==> src/rtl/sdram_arb_pkg.sv <==
// Shared types and the round-robin pick function for the SDRAM port arbiter.
package sdram_arb_pkg;

   localparam int unsigned MAX_PORTS = 8;

   typedef enum logic [1:0] {
      IDLE,
      ISSUE,
      WAIT,
      DONE
   } state_t;

   typedef struct packed {
      logic       valid;
      logic [2:0] idx;
   } pick_t;

   // First set request bit searching upward from ptr+1, wrapping modulo ports.
   function automatic pick_t rr_pick(input logic [MAX_PORTS-1:0] req,
                                     input logic [2:0]           ptr,
                                     input int unsigned          ports = MAX_PORTS);
      pick_t       r;
      int unsigned cand;
      logic [2:0]  c3;
      r = '0;
      for (int unsigned k = 1; k <= MAX_PORTS; k++) begin
         if (k <= ports) begin
            cand = (32'(ptr) + k) % ports;
            c3   = cand[2:0];
            if (!r.valid && req[c3]) begin
               r.valid = 1'b1;
               r.idx   = c3;
            end
         end
      end
      return r;
   endfunction

endpackage

==> src/rtl/rr_arbiter.sv <==
// Combinational PORTS-wide round-robin pick; the port after i_ptr has top priority.
module rr_arbiter
   import sdram_arb_pkg::*;
#(
   parameter int unsigned PORTS = 5,
   localparam int unsigned IW   = $clog2(PORTS)
) (
   input  logic [PORTS-1:0] i_req,
   input  logic [IW-1:0]    i_ptr,
   output logic             o_valid,
   output logic [IW-1:0]    o_idx
);

   logic [MAX_PORTS-1:0] w_req_ext;
   logic [2:0]           w_ptr_ext;
   pick_t                w_pick;

   assign w_req_ext = MAX_PORTS'(i_req);
   assign w_ptr_ext = 3'(i_ptr);
   assign w_pick    = rr_pick(w_req_ext, w_ptr_ext, PORTS);
   assign o_valid   = w_pick.valid;
   assign o_idx     = w_pick.idx[IW-1:0];

endmodule

==> src/rtl/sdram_port_arbiter.sv <==
// Shares one SDRAM controller port among PORTS requesters. Round-robin grant,
// accesses launch on the clkref slot boundary, WAIT is bounded by TIMEOUT.
module sdram_port_arbiter
   import sdram_arb_pkg::*;
#(
   parameter int unsigned PORTS     = 5,
   parameter int unsigned ADDRWIDTH = 22,
   parameter int unsigned SLOTLEN   = 6,
   parameter int unsigned TIMEOUT   = 1023
) (
   input  logic                       clk,
   input  logic                       reset,
   input  logic [PORTS-1:0]           req,
   input  logic [PORTS-1:0]           we,
   input  logic [PORTS*ADDRWIDTH-1:0] addr,
   input  logic [PORTS*16-1:0]        din,
   input  logic [PORTS*2-1:0]         be,
   output logic [PORTS-1:0]           ack,
   output logic [15:0]                dout,
   output logic                       mem_req,
   output logic                       mem_we,
   output logic [ADDRWIDTH-1:0]       mem_addr,
   output logic [15:0]                mem_din,
   output logic [1:0]                 mem_be,
   input  logic                       mem_ack,
   input  logic [15:0]                mem_dout,
   output logic                       clkref,
   output logic [$clog2(PORTS)-1:0]   grant_idx,
   output logic                       timeout_err
);

   localparam int unsigned IW = $clog2(PORTS);
   localparam int unsigned PW = $clog2(SLOTLEN);
   localparam int unsigned TW = $clog2(TIMEOUT + 1);

   state_t                 r_state, w_next;
   logic [PW-1:0]          r_phase;
   logic                   r_clkref;
   logic [IW-1:0]          r_ptr;
   logic [IW-1:0]          r_grant;
   logic [TW-1:0]          r_tmo;
   logic                   r_mem_req;
   logic                   r_mem_we;
   logic [ADDRWIDTH-1:0]   r_mem_addr;
   logic [15:0]            r_mem_din;
   logic [1:0]             r_mem_be;
   logic [PORTS-1:0]       r_ack;
   logic [15:0]            r_dout;
   logic                   r_terr;

   logic                   w_pick_valid;
   logic [IW-1:0]          w_pick_idx;
   logic                   w_phase_end;
   logic                   w_tmo_hit;
   logic                   w_latch, w_issue, w_ok, w_abort;

   rr_arbiter #(.PORTS(PORTS)) u_rr (
      .i_req   (req),
      .i_ptr   (r_ptr),
      .o_valid (w_pick_valid),
      .o_idx   (w_pick_idx)
   );

   assign w_phase_end = (r_phase == PW'(SLOTLEN - 1));
   assign w_tmo_hit   = (r_tmo == TW'(TIMEOUT - 1));

   // Free-running slot phase and registered clkref (high while phase==0).
   always_ff @(posedge clk or posedge reset) begin
      if (reset) begin
         r_phase  <= '0;
         r_clkref <= 1'b0;
      end else begin
         r_phase  <= w_phase_end ? '0 : r_phase + 1'b1;
         r_clkref <= w_phase_end;
      end
   end

   // FSM state register.
   always_ff @(posedge clk or posedge reset) begin
      if (reset) r_state <= IDLE;
      else       r_state <= w_next;
   end

   // Next state and datapath strobes; mem_ack takes precedence over the timeout.
   always_comb begin
      w_next  = r_state;
      w_latch = 1'b0;
      w_issue = 1'b0;
      w_ok    = 1'b0;
      w_abort = 1'b0;
      case (r_state)
         IDLE:  if (w_pick_valid) begin w_latch = 1'b1; w_next = ISSUE; end
         ISSUE: if (w_phase_end)  begin w_issue = 1'b1; w_next = WAIT;  end
         WAIT: begin
            if (mem_ack)        begin w_ok    = 1'b1; w_next = DONE; end
            else if (w_tmo_hit) begin w_abort = 1'b1; w_next = DONE; end
         end
         DONE:    w_next = IDLE;
         default: w_next = IDLE;
      endcase
   end

   // Saturating count of cycles spent in WAIT.
   always_ff @(posedge clk or posedge reset) begin
      if (reset)                 r_tmo <= '0;
      else if (r_state != WAIT)  r_tmo <= '0;
      else if (r_tmo != '1)      r_tmo <= r_tmo + 1'b1;
   end

   // Grant capture, controller request, completion pulse, read data and error flag.
   always_ff @(posedge clk or posedge reset) begin
      if (reset) begin
         r_ptr      <= IW'(PORTS - 1);
         r_grant    <= '0;
         r_mem_req  <= 1'b0;
         r_mem_we   <= 1'b0;
         r_mem_addr <= '0;
         r_mem_din  <= '0;
         r_mem_be   <= '0;
         r_ack      <= '0;
         r_dout     <= '0;
         r_terr     <= 1'b0;
      end else begin
         r_ack <= '0;
         if (w_latch) begin
            r_ptr      <= w_pick_idx;
            r_grant    <= w_pick_idx;
            r_mem_we   <= we[w_pick_idx];
            r_mem_addr <= addr[w_pick_idx*ADDRWIDTH +: ADDRWIDTH];
            r_mem_din  <= din[w_pick_idx*16 +: 16];
            r_mem_be   <= be[w_pick_idx*2 +: 2];
         end
         if (w_issue) r_mem_req <= 1'b1;
         if (w_ok || w_abort) begin
            r_mem_req <= 1'b0;
            r_ack     <= PORTS'(1) << r_grant;
         end
         if (w_ok && !r_mem_we) r_dout <= mem_dout;
         if (w_abort) begin
            r_dout <= '0;
            r_terr <= 1'b1;
         end
      end
   end

   assign ack         = r_ack;
   assign dout        = r_dout;
   assign mem_req     = r_mem_req;
   assign mem_we      = r_mem_we;
   assign mem_addr    = r_mem_addr;
   assign mem_din     = r_mem_din;
   assign mem_be      = r_mem_be;
   assign clkref      = r_clkref;
   assign grant_idx   = r_grant;
   assign timeout_err = r_terr;

endmodule

==> config.mk <==
export PLATFORM = sky130hd
export DESIGN_NAME = sdram_port_arbiter
export DESIGN_NICKNAME = d
export VERILOG_FILES = /design/src/rtl/sdram_arb_pkg.sv /design/src/rtl/rr_arbiter.sv /design/src/rtl/sdram_port_arbiter.sv
export SDC_FILE = /design/constraint.sdc
export NUM_CORES = 1
export LEC_CHECK = 0
export CORE_MARGIN = 2
export CORE_UTILIZATION = 44
export DETAILED_ROUTE_END_ITERATION = 10
export GPL_ROUTABILITY_DRIVEN = 0
export MAX_ROUTING_LAYER = met4
export PLACE_DENSITY = 0.83
export REMOVE_ABC_BUFFERS = 1
export SLEW_MARGIN = 20
export SYNTH_ARGS = -nofsm -noshare
export SYNTH_HDL_FRONTEND = slang
export SYNTH_SLANG_ARGS = --single-unit
==> constraint.sdc <==
create_clock -name clk -period 7 [get_ports clk]
set_clock_uncertainty 0.2 [all_clocks]
set_input_delay 1.4 -clock clk [delete_from_list [all_inputs] [get_ports clk]]
set_output_delay 1.4 -clock clk [all_outputs]
set_load 0.1 [all_outputs]
==> metrics.txt <==
DRT Pass-1 Iters 7; share of layout cells above drive strength 1 5.88%; Data arrival, critical path 6.59 ns; vias in the first global route 6,570; CTS root buffer clkbuf_16; ANT cells 0; slew margin rel. 27.1%; Setup CP Type register to register; Post-synth EDFFs 0; initial antenna violation count 0; Port Buffer Count 296; unrepaired setup endpoints after global routing false; flops & latches, synth 84; Yosys warnings 0; Critical Path RT 7.01 ns; hold depth 2; CTS Sinks 84; most common cell after layout, fill and taps aside clkdlybuf4s50_1; Clk Latency, worst-skew pair 0.35 ns; status finished, final reports clean; Post-Route WL 25,400 µm; global-route wire length before repair 36,800 µm; clock-pin slew on the worst setup and hold paths 0.07 ns; Starting DRT DRC Count 744; Worst Tran Pin Value 1.09 ns; CP startpoint kind register; CP endpoint kind register; Max Transition Viols Final 0; Yosys cell types 70; drt wl/cell 21.0 µm; vias per std cell 5.95; Hold Crit Class register to register; Hold Fails Final Rpt 0; total global routing overflow 0; CTS tree built; Top FF cell, synth dfrtp_1; max cap viols 0; critical path peak fanout 59; H-tree levels 3; asr flop ratio synth 100%; Max Root-Sink Buffers 2; die span in y 128 µm; Initial Util 45.0%; Die Area 16,500 µm²; final period utilization 94.0%; CTS Buf Count 9; final critical-path required period 6.58 ns; Post-Syn Instances 751; largest net degree at the start of global routing 69; final-stage net count 1,274; Residual DRC 0; hold slack 0.265 ns; boundary pin count 297; Hold Buf Count CTS 0; Fmax achieved 152 MHz; post-detail-place hpwl 19,200 µm; Site Rows 45; most frequent cells in the layout clkdlybuf4s50_1 (296), mux2i_1 (96), dfrtp_1 (83); Finish-stage setup viols 0; DIE WIDTH 128 µm; Mapped Avg Cell Area 9.07 µm²; Core Footprint 15,100 µm²; Seq/Total Area, Yosys 30.9%; vias 7,191; Final ANT Viol Nets 0; GRT Overall Usage 29.5%; cell area after synthesis 6810 µm²; synth-to-layout area growth 49.5%; Reg2Reg Depth 19
==> timing repair <==
action,4_1_cts,5_1_grt
setup buffers,0,0
gates resized for setup,0,2
endpoints found under the setup margin,0,4
==> per-stage QoR <==
step                setup WS, ns  cell area (µm²)  utilization (%)  TNS (ns)  instances
global route              0.0571            10200             67.3         0       1209
detailed placement         0.444             9860             65.1         0       1192
global placement           0.614             9860             65.1         0       1192
finish                     0.419            10200             67.3         0       1209
CTS                        0.442            10200             67.1         0       1208
floorplan                  -5.27             6540                -   -225.12        697
==> cell usage after synthesis, drive strengths merged (2+ instances only) <==
| master | number | area [µm²] |
|---|---|---|
| nand2 | 73 | 274 |
| and2 | 15 | 93.8 |
| nand2b | 11 | 68.8 |
| nor3 | 8 | 40.0 |
| mux2 | 7 | 78.8 |
| o21bai | 2 | 15.0 |
| a21oi | 23 | 115 |
| a21o | 4 | 30.0 |
| nor3b | 4 | 30.0 |
| a31oi | 43 | 269 |
| nand3 | 24 | 120 |
| o221ai | 42 | 430 |
| nor4 | 2 | 12.5 |
| xnor2 | 15 | 131 |
| buf | 27 | 169 |
| o311ai | 5 | 43.8 |
| or3b | 2 | 17.5 |
| a2111oi | 4 | 35.0 |
| xor2 | 3 | 26.3 |
| o21ai | 22 | 121 |
| o211ai | 9 | 67.6 |
| or3 | 3 | 23.8 |
| a211oi | 9 | 67.6 |
| o22ai | 5 | 31.3 |
| a21boi | 2 | 15.0 |
| nand4 | 4 | 25.0 |
| nor2b | 48 | 300 |
| mux2i | 96 | 961 |
| nand3b | 4 | 30.0 |
| o211a | 3 | 30.0 |
| ha | 29 | 363 |
| and3 | 9 | 61.3 |
| nor2 | 20 | 75.1 |
| a2bb2oi | 3 | 26.3 |
| clkinv | 2 | 7.51 |
| inv | 24 | 90.1 |
| o21a | 4 | 30.0 |
| dfrtp | 83 | 2080 |
| a221oi | 7 | 61.3 |
| or4 | 4 | 30.0 |
| a211o | 2 | 17.5 |
| clkbuf | 27 | 101 |
==> worst paths after layout <==
| kind | start | to | slack [ns] |
|---|---|---|---|
| max in group asynchronous | reset | r_ptr[0] | 4.21 |
| min reg2reg | dout[1] | dout[1] | 0.26 |
| min | dout[1] | dout[1] | 0.26 |
| max reg2reg | r_ptr[1] | mem_addr[9] | 0.42 |
| max | r_ptr[1] | mem_addr[9] | 0.42 |
| min in group asynchronous | reset | dout[6] | 1.30 |
==> per-layer routing <==
| layer | vias to the layer above | share of wire [%] | wire [µm] | track usage, % |
|---|---|---|---|---|
| met5 | - | 0 | 0 | - |
| met4 | 0 | 2.5 | 639 | 9.44 |
| met3 | 44 | 9.6 | 2430 | 6.82 |
| met2 | 333 | 49 | 12300 | 48.2 |
| met1 | 3461 | 39 | 10000 | 36.3 |
| li1 | 3353 | - | - | - |
==> state kept, by name, summed over array words and instances, names as in the netlist <==
name and cells:
mem_addr 22, timeout_err 1, mem_be 2, dout 16, mem_din 16, grant_idx 1, r_tmo 10, r_ptr 3
clkref 1, r_state 2, mem_req 1, mem_we 1, r_phase 3, ack 5
==> final cells by class <==
| type | count | area (µm²) |
|---|---|---|
| fillers | 1227 | 4960 |
| multi-input cells | 588 | 4400 |
| repair buffers | 307 | 3060 |
| flip-flops and latches | 84 | 2100 |
| well taps | 188 | 235 |
| clock buffers | 11 | 233 |
| inverters | 26 | 98.8 |
| clock inverters | 5 | 62.6 |
==> worst max-delay path: stages (launching register included) <==
cell,delay [ns]
dfrtp_1,0.56
clkinv_1,0.13
buf_4,0.20
ha_1,0.30
ha_1,0.23
or3b_2,0.44
a41oi_1,0.41
xnor2_1,0.31
inv_1,0.12
ha_1,0.24
nor2b_1,0.14
o311ai_1,0.58
mux4_2,0.40
o21ai_0,0.25
nand2_1,0.13
a211oi_1,0.66
o2bb2ai_4,0.33
buf_12,0.32
mux2i_1,0.29
o221ai_1,0.15
==> cell families (layout without fill, tap and decap cells) <==
family	count (synthesis)	count (layout)	share of synthesized area [%]
AO/OA/AOI/OAI	200	201	22.1
XOR/XNOR	18	18	2.31
multiplexers	104	104	15.6
buffers and inverters	80	349	5.40
AND/OR/NAND/NOR	236	236	18.4
flip-flops	84	84	30.9
adder cells (fa/ha/maj)	29	29	5.33
Power is left out: the tool's default activity adds up to more than one toggle a clock period on the data nets, which glitch-free logic cannot reach.
